===== config.mk =====
export PLATFORM = sky130hd
export DESIGN_NAME = uart_fifo_ctrl
export DESIGN_NICKNAME = d
export VERILOG_FILES = /design/src/rtl/uart_pkg.sv /design/src/rtl/sync_fifo.sv /design/src/rtl/uart_fifo_ctrl.sv
export SDC_FILE = /design/constraint.sdc
export NUM_CORES = 1
export LEC_CHECK = 0
export CORE_AREA = 3 3 154 156
export DETAILED_ROUTE_END_ITERATION = 8
export DIE_AREA = 0 0 157 159
export PLACE_DENSITY = 0.74
export SYNTH_ARGS = -nofsm -noshare
export SYNTH_HDL_FRONTEND = slang
export SYNTH_SLANG_ARGS = --single-unit

===== constraint.sdc =====
create_clock -name ACLK -period 3 [get_ports ACLK]
set_input_delay 0.6 -clock ACLK [delete_from_list [all_inputs] [get_ports ACLK]]
set_output_delay 0.6 -clock ACLK [all_outputs]
set_load 0.1 [all_outputs]

===== src/rtl/uart_pkg.sv =====
// Shared types and register-layout constants for the UART FIFO controller.
package uart_pkg;

    // TX handshake sequencer states
    typedef enum logic [1:0] {
        TX_IDLE = 2'd0,
        TX_ACK  = 2'd1,
        TX_WAIT = 2'd2
    } TX_STATE_E;

    // Bit positions inside the read word returned to the bus interface
    localparam int RX_DATA_LSB = 0;
    localparam int RX_OVR_BIT  = 8;
    localparam int TX_DROP_BIT = 9;

endpackage


===== src/rtl/sync_fifo.sv =====
// Single-clock FIFO with a registered head. It executes push/pop exactly as
// asked; callers gate push with full and pop with empty.
module sync_fifo #(
    parameter int WIDTH = 8,
    parameter int DEPTH = 16
) (
    input  logic                     ACLK,
    input  logic                     ARST,
    input  logic                     push,
    input  logic                     pop,
    input  logic [WIDTH-1:0]         wdata,
    output logic [WIDTH-1:0]         rdata,
    output logic                     full,
    output logic                     empty,
    output logic [$clog2(DEPTH):0]   count
);
    localparam int AW = $clog2(DEPTH);
    localparam int CW = AW + 1;

    logic [AW-1:0]    wr_ptr_q, wr_ptr_d;
    logic [AW-1:0]    rd_ptr_q, rd_ptr_d;
    logic [CW-1:0]    count_q, count_d;
    logic [WIDTH-1:0] mem_q [DEPTH];
    logic [WIDTH-1:0] mem_d [DEPTH];

    // Next pointers, count and storage; pointers wrap naturally at DEPTH
    always_comb begin
        wr_ptr_d = wr_ptr_q;
        rd_ptr_d = rd_ptr_q;
        count_d  = count_q;
        mem_d    = mem_q;
        if (push) begin
            mem_d[wr_ptr_q] = wdata;
            wr_ptr_d        = wr_ptr_q + 1'b1;
        end
        if (pop) begin
            rd_ptr_d = rd_ptr_q + 1'b1;
        end
        case ({push, pop})
            2'b10:   count_d = count_q + 1'b1;
            2'b01:   count_d = count_q - 1'b1;
            default: count_d = count_q;
        endcase
    end

    // Pointer and count registers
    always_ff @(posedge ACLK) begin
        if (ARST) begin
            wr_ptr_q <= '0;
            rd_ptr_q <= '0;
            count_q  <= '0;
        end else begin
            wr_ptr_q <= wr_ptr_d;
            rd_ptr_q <= rd_ptr_d;
            count_q  <= count_d;
        end
    end

    // Storage array; contents are don't-care while empty, so no reset
    always_ff @(posedge ACLK) begin
        mem_q <= mem_d;
    end

    assign rdata = mem_q[rd_ptr_q];
    assign count = count_q;
    assign full  = (count_q == CW'(DEPTH));
    assign empty = (count_q == '0);

endmodule


===== src/rtl/uart_fifo_ctrl.sv =====
// UART datapath sequencer: TX/RX byte FIFOs behind the AXI4-lite slave,
// start/busy handshake towards the transmitter, sticky error flags and irq.
module uart_fifo_ctrl
    import uart_pkg::*;
#(
    parameter int DATA_W   = 8,
    parameter int TX_DEPTH = 16,
    parameter int RX_DEPTH = 16
) (
    input  logic              ACLK,
    input  logic              ARST,
    input  logic              wr_amba,
    input  logic [31:0]       data_out,
    input  logic [3:0]        strb,
    input  logic              rd_amba,
    output logic [31:0]       data_in,
    output logic              full,
    output logic              empty,
    output logic              tx_start,
    output logic [DATA_W-1:0] tx_data,
    input  logic              tx_busy,
    input  logic              rx_valid,
    input  logic [DATA_W-1:0] rx_data,
    output logic              irq
);
    logic              tx_push, tx_pop, tx_full, tx_empty;
    logic [DATA_W-1:0] tx_head;
    logic [$clog2(TX_DEPTH):0] tx_count;

    logic              rx_push, rx_pop, rx_full, rx_empty;
    logic [DATA_W-1:0] rx_head;
    logic [$clog2(RX_DEPTH):0] rx_count;

    logic              tx_drop_set, rx_ovr_set;
    logic              tx_drop_q, tx_drop_d;
    logic              rx_overrun_q, rx_overrun_d;
    logic              irq_q, irq_d;

    TX_STATE_E         state_q, state_d;
    logic              tx_start_q, tx_start_d;
    logic [DATA_W-1:0] tx_data_q, tx_data_d;

    // Push/pop gating: a full FIFO rejects pushes even with a concurrent pop
    always_comb begin
        tx_push     = wr_amba & strb[0] & ~tx_full;
        tx_drop_set = wr_amba & strb[0] &  tx_full;
        rx_push     = rx_valid & ~rx_full;
        rx_ovr_set  = rx_valid &  rx_full;
        rx_pop      = rd_amba  & ~rx_empty;
        tx_pop      = (state_q == TX_IDLE) & ~tx_empty & ~tx_busy;
    end

    sync_fifo #(.WIDTH(DATA_W), .DEPTH(TX_DEPTH)) u_tx_fifo (
        .ACLK  (ACLK),
        .ARST  (ARST),
        .push  (tx_push),
        .pop   (tx_pop),
        .wdata (data_out[DATA_W-1:0]),
        .rdata (tx_head),
        .full  (tx_full),
        .empty (tx_empty),
        .count (tx_count)
    );

    sync_fifo #(.WIDTH(DATA_W), .DEPTH(RX_DEPTH)) u_rx_fifo (
        .ACLK  (ACLK),
        .ARST  (ARST),
        .push  (rx_push),
        .pop   (rx_pop),
        .wdata (rx_data),
        .rdata (rx_head),
        .full  (rx_full),
        .empty (rx_empty),
        .count (rx_count)
    );

    // Sticky flags (set beats clear) and irq computed from current state
    always_comb begin
        tx_drop_d    = tx_drop_set ? 1'b1 : (rd_amba ? 1'b0 : tx_drop_q);
        rx_overrun_d = rx_ovr_set  ? 1'b1 : (rd_amba ? 1'b0 : rx_overrun_q);
        irq_d        = ~rx_empty | rx_overrun_q | tx_drop_q;
    end

    // Flag and irq registers
    always_ff @(posedge ACLK) begin
        if (ARST) begin
            tx_drop_q    <= 1'b0;
            rx_overrun_q <= 1'b0;
            irq_q        <= 1'b0;
        end else begin
            tx_drop_q    <= tx_drop_d;
            rx_overrun_q <= rx_overrun_d;
            irq_q        <= irq_d;
        end
    end

    // TX handshake next-state: launch from IDLE, wait for busy rise then fall
    always_comb begin
        state_d    = state_q;
        tx_start_d = 1'b0;
        tx_data_d  = tx_data_q;
        case (state_q)
            TX_IDLE: if (tx_pop) begin
                tx_start_d = 1'b1;
                tx_data_d  = tx_head;
                state_d    = TX_ACK;
            end
            TX_ACK:  if (tx_busy)  state_d = TX_WAIT;
            TX_WAIT: if (!tx_busy) state_d = TX_IDLE;
            default: state_d = TX_IDLE;
        endcase
    end

    // TX FSM state and its registered outputs
    always_ff @(posedge ACLK) begin
        if (ARST) begin
            state_q    <= TX_IDLE;
            tx_start_q <= 1'b0;
            tx_data_q  <= '0;
        end else begin
            state_q    <= state_d;
            tx_start_q <= tx_start_d;
            tx_data_q  <= tx_data_d;
        end
    end

    // Read word: head byte (zero when empty) plus the sticky flags
    always_comb begin
        data_in = '0;
        if (!rx_empty) data_in[RX_DATA_LSB +: 8] = 8'(rx_head);
        data_in[RX_OVR_BIT]  = rx_overrun_q;
        data_in[TX_DROP_BIT] = tx_drop_q;
    end

    assign full     = tx_full;
    assign empty    = rx_empty;
    assign tx_start = tx_start_q;
    assign tx_data  = tx_data_q;
    assign irq      = irq_q;

endmodule


* After elaboration in Yosys (flattened, before gate mapping)
Cells that the tools add are included.
** Word-level totals
- Register bits after elaboration :: 296
- Latch bits :: 0
- RAM bits :: 0
- ROM bits :: 0
- Input port bits :: 50
- Word-level logic and storage cells :: 124
- Memories :: 0
** Cells by class
- Add/sub/neg operators :: 8
- Multipliers :: 0
- Div/mod/pow operators :: 0
- Magnitude comparators :: 6
- Equal/unequal tests :: 11
- Shift-type cells :: 0
- Mux-type cells :: 23
- Bitwise logic cells :: 20
- Reduce and logical (&&, ||, !) cells :: 12
** Operators by type and width (number)
- $bwmux W128 :: 2
- $bmux W8 S4 :: 2
- $demux W8 S4 :: 2
- $mux W8 :: 7
- $ge A5 B5 Y1 const B :: 4
- $not A4 Y5 :: 4
- $pmux W5 S2 :: 2
- $add A4 B1 Y4 const B :: 4
- $add A5 B1 Y5 const B :: 2
- $eq A5 B5 Y1 const B :: 2
- $logic_not A5 Y1 :: 2
- $lt A5 B1 Y1 const B :: 2
- $sub A5 B1 Y5 const B :: 2
- $and A1 B1 Y1 :: 8
- $reduce_bool A2 Y1 :: 4
- $eq A2 B1 Y1 const B :: 3
- $eq A2 B2 Y1 const B :: 3
- $mux W2 :: 3
- $not A1 Y1 :: 6
- $pmux W2 S3 :: 1
- $mux W1 :: 4
- $ne A2 B2 Y1 const B :: 2
- $reduce_and A3 Y1 :: 1
- $logic_and A1 B1 Y1 :: 2
- 5 further kinds :: 6

* Logic depth before layout (Yosys ltp)
- Word-level depth :: 6
- Mapped depth :: 13
- Depth with buffers taken out :: 11

* By module
From an unflattened synthesis, not the netlist that was laid out.
** Unflattened totals
- Cells, all modules :: 712
- Area, all modules :: 12453.2 sq um
** Modules (own cells, without submodules)
- sync_fifo (u_tx_fifo) :: times used 1, cells each 310, area each 5823.1 sq um, sequential area each 4103.9 sq um
- sync_fifo (u_rx_fifo) :: times used 1, cells each 310, area each 5798.1 sq um, sequential area each 4103.9 sq um
- uart_fifo_ctrl :: times used 1, cells each 92, area each 832.0 sq um, sequential area each 280.3 sq um

* Worst setup path after synthesis
No wires, ideal clock.
- Path kind :: register to output
- Start :: register u_rx_fifo.rd_ptr_q[1]
- End :: output data_in[0]
- Data arrival time :: 2640 ps
- Required time :: 2400 ps
- Setup slack :: -240 ps
- Stages on the path, launching flop included :: 6
- Buffers on the path :: 2
- Cells stage by stage :: dfxtp_1 > clkbuf_2 > buf_1 > mux4_2 > mux2i_1 > o22ai_1
** On the way
- Longest elaborated chain between the ends :: 5
** Ends and longest elaborated chain
- start, declared :: line sync_fifo.sv:21 : logic [AW-1:0] rd_ptr_q, rd_ptr_d;
- start signal, assigned :: line sync_fifo.sv:54 : rd_ptr_q <= rd_ptr_d;
- $not A4 Y5 (implied by the code) :: line sync_fifo.sv:64 : assign rdata = mem_q[rd_ptr_q];
- $bmux W8 S4 :: line sync_fifo.sv:64
- $mux W8 (implied by the code) (2 in a row) :: line sync_fifo.sv:64
- $mux W8 :: line uart_fifo_ctrl.sv:130 : if (!rx_empty) data_in[RX_DATA_LSB +: 8] = 8'(rx_head);
- end, declared :: line uart_fifo_ctrl.sv:16 : output logic [31:0] data_in,
Every way passes these cells. The select of a mux whose other input is x is not followed.

* Final worst setup path
- Start :: register u_rx_fifo.rd_ptr_q[0]
- End :: output data_in[4]
The elaborated chain is that of the path after synthesis.

==> qor.txt <==
Flop and latch count out of synthesis: 296
GPL Wtd Cong: 0.774
Part of the Yosys area used for sequential elements: 70.3%
Largest net degree at the start of global routing: 56
DIE AREA: 25,000 um^2
Antenna-violating nets left: 0
Avg Cell Area, Syn: 16.6 um^2
Area delta synth->final: 16.2%
I/O Buffers: 44
Skew-Pair Late Insertion Delay: 540 ps
CTS max path bufs: 3
FF-to-FF Start: u_rx_fifo.count[0]
Crit-path cells: buf_12 -> mux4_2 -> mux2i_1 -> o22ai_2 -> buf_12
Clk sinks: 296
Yosys warnings: 0
IO Count: 94
Avg WL per Cell: 20.4 um
Lkg Pwr: 4.58 nW
Die Wd: 157 um
Least-Margin Pin Slew: 800 ps
Worst min path class: reg -> reg
Core ar.: 22,500 um^2
Data arrival time of the critical path: 2290 ps
Final min period: 2890 ps
Leading area contributor after synthesis: edfxtp_1
N_diodes: 0
Max-cap viol count: 0
Final WL: 22,800 um
RSZ-0062 raised after global routing: no
Layout Utilization: 62.3%
Critical Path Source: u_rx_fifo.rd_ptr_q[0]
Mapped Area: 12,100 um^2
Initial drt markers: 460
Drt pass-1 iters: 5
Slowest CP cell: mux4_2
Initial antenna violation count: 0
Top cell type's share of synthesized area: 63.7%
First-pass GRT wire length: 35,600 um
Ratio of final minimum period to clock period: 96.2%
Critical path type: reg -> out
Top FF cell, synth: edfxtp_1
Share of post-route cells with drive strength above 1: 21.1%
Overall power: 12.0 mW
Hold Buf Count CTS: 0
Critical path required time: 2400 ps
Detailed-route vias per instance: 5.68
Vias: 6,350
Chip Height: 159 um
Critical Path Most Common Cell: buf_12
FMAX: 346 MHz
Mapped Cells: 727
Capturing element type of the critical path: output pin
CP startpoint kind: flip-flop
Post-synth EDFFs: 256
Initial Util: 53.6%
Max incr delay on CP: 520 ps
Clock Root Buffer: clkbuf_16
Vias in the first global route: 6,509
Total gr overflow: 0
Normalized max-slew margin: 46.7%
Worst Hold Launch: tx_drop_q
Post-synth ARST share: 0%
Num CTS Buffers: 30
PwrDens: 857 nW/um^2
# nets final: 878
Setup Fix Bufs, Post-CTS: 0
Final hold vios: 0
Status: finished clean
Yosys cell types: 47
Synth top area cells: edfxtp_1 (64%), mux4_2 (8.0%), dfxtp_1 (6.6%)
Clock-pin slew on the worst setup and hold paths: 60 ps
Post-DP HPWL: 15,000 um
CTS tree: done
Worst Skew: 8.15 ps
Peak supply drop: 0.000663 V
Flop-to-flop setup slack: 310 ps
Core Rows: 55
Critical-path maximum fanout: 12
Drt drc: 0
Gr usage total: 18.2%
H-Tree Depth: 1
Pins Over Slew Limit: 0
Final setup fails: 0
placed cells by master (no fill, tap or decap), drive strengths merged, types with 2 or more instances in the layout:
| master | n |
|---|---|
| bufinv | 2 |
| a21oi | 13 |
| o22ai | 31 |
| nor4 | 2 |
| inv | 15 |
| conb | 22 |
| edfxtp | 256 |
| clkbuf | 43 |
| nor2 | 65 |
| ha | 17 |
| mux2i | 62 |
| or3 | 3 |
| clkinv | 10 |
| nand3b | 2 |
| a211oi | 3 |
| o21ai | 6 |
| nand4 | 4 |
| nand2 | 30 |
| nor2b | 4 |
| a311oi | 5 |
| xor2 | 12 |
| nand2b | 6 |
| mux4 | 43 |
| a21o | 2 |
| buf | 70 |
| clkdlybuf4s50 | 21 |
| nor3 | 19 |
| dfxtp | 40 |
| xnor2 | 8 |
| nand3 | 3 |
cells by family after synthesis:
group                    after synthesis  synth area share (%)
AO/OA/AOI/OAI                         67                  4.01
adder cells (fa/ha/maj)               18                  1.93
other                                  1                0.0311
AND/OR/NAND/NOR                      143                  5.46
buffers and inverters                 76                  3.51
flip-flops                           296                  70.3
XOR/XNOR                              20                  1.45
multiplexers                         106                  13.3
metal layers:
metal / track usage, % / up-vias / wire length (um)
met5: 0 / - / 0
met4: 4.89 / 0 / 545
met3: 2.83 / 47 / 1060
met2: 32.6 / 192 / 12000
met1: 23.1 / 3191 / 9190
li1: - / 2920 / -
cell type report:
class / instances / area, um^2
Inverter: 15 / 56.3
Multi-Input combinational cell: 376 / 3310
Timing Repair Buffer: 91 / 883
Sequential cell: 296 / 8490
Tap cell: 285 / 357
Clock buffer: 43 / 821
Fill cell: 1579 / 8480
Clock inverter: 12 / 105
report_power, final:
group	leakage, nW	total (mW)	internal, mW	switching (mW)
clock network	0.447	3.48	2.06	1.42
registers	2.64	4.88	4.67	0.201
logic	1.50	3.66	1.29	2.37
total	4.58	12.0	8.03	3.99
final timing paths:
| check | end | cells after the start |
|---|---|---|
| worst max-delay path | data_in[4] | 5 |
| worst min-delay path | tx_drop_q | 2 |
| worst max register to register | u_rx_fifo.count[4] | 11 |
| worst min register to register | tx_drop_q | 2 |
Yosys cell counts (2+ instances only):
cell type and n:
inv_1 15, buf_1 6, buf_2 8, nand3_1 3, xor2_1 12, xnor2_1 8
ha_1 17, a21oi_1 12, nand4_1 4, o21ai_0 6, or3_1 3, dfxtp_1 40
a21o_1 2, nand2b_1 6, nand2_1 30, edfxtp_1 256, o22ai_1 31, nor3_1 19
a311oi_2 5, mux4_2 43, buf_4 32, clkbuf_1 13, nand3b_1 2, a211oi_1 3
nor2_1 65, mux2i_1 62, nor2b_1 4
registers in the layout, indices dropped and copies added, names as in the netlist:
signal and flops:
rx_overrun_q 1, state_q 2, u_tx_fifo.count 5, u_rx_fifo.wr_ptr_q 4
tx_start 1, tx_data 8, u_rx_fifo.mem_q 128, irq 1
u_tx_fifo.mem_q 128, tx_drop_q 1, u_rx_fifo.count 5, u_tx_fifo.rd_ptr_q 4
u_tx_fifo.wr_ptr_q 4, u_rx_fifo.rd_ptr_q 4
worst max-delay path: cells and delay by family (launching register included):
family	cells	cell delay (ps)
AO/OA/AOI/OAI	1	160
buffers and inverters	2	370
flip-flops	1	430
multiplexers	2	780
stage by stage:
step	hold slack (ps)	worst slack (ps)	TNS (ps)	cell area, um^2	cells
finish	508	114	0	14000	1118
global placement	470	-48.7	-48.7	13100	1063
CTS	498	41.1	0	14000	1118
detailed placement	493	-83.8	-242	13100	1063
global route	521	6.96	0	14000	1118
floorplan	450	182	0	12200	748
timing repair:
item,4_1_cts,5_1_grt
gates resized for setup,3,4
setup endpoints to repair,8,9
gates cloned,0,0
No activity file was read; power rests on OpenSTA's default activity.
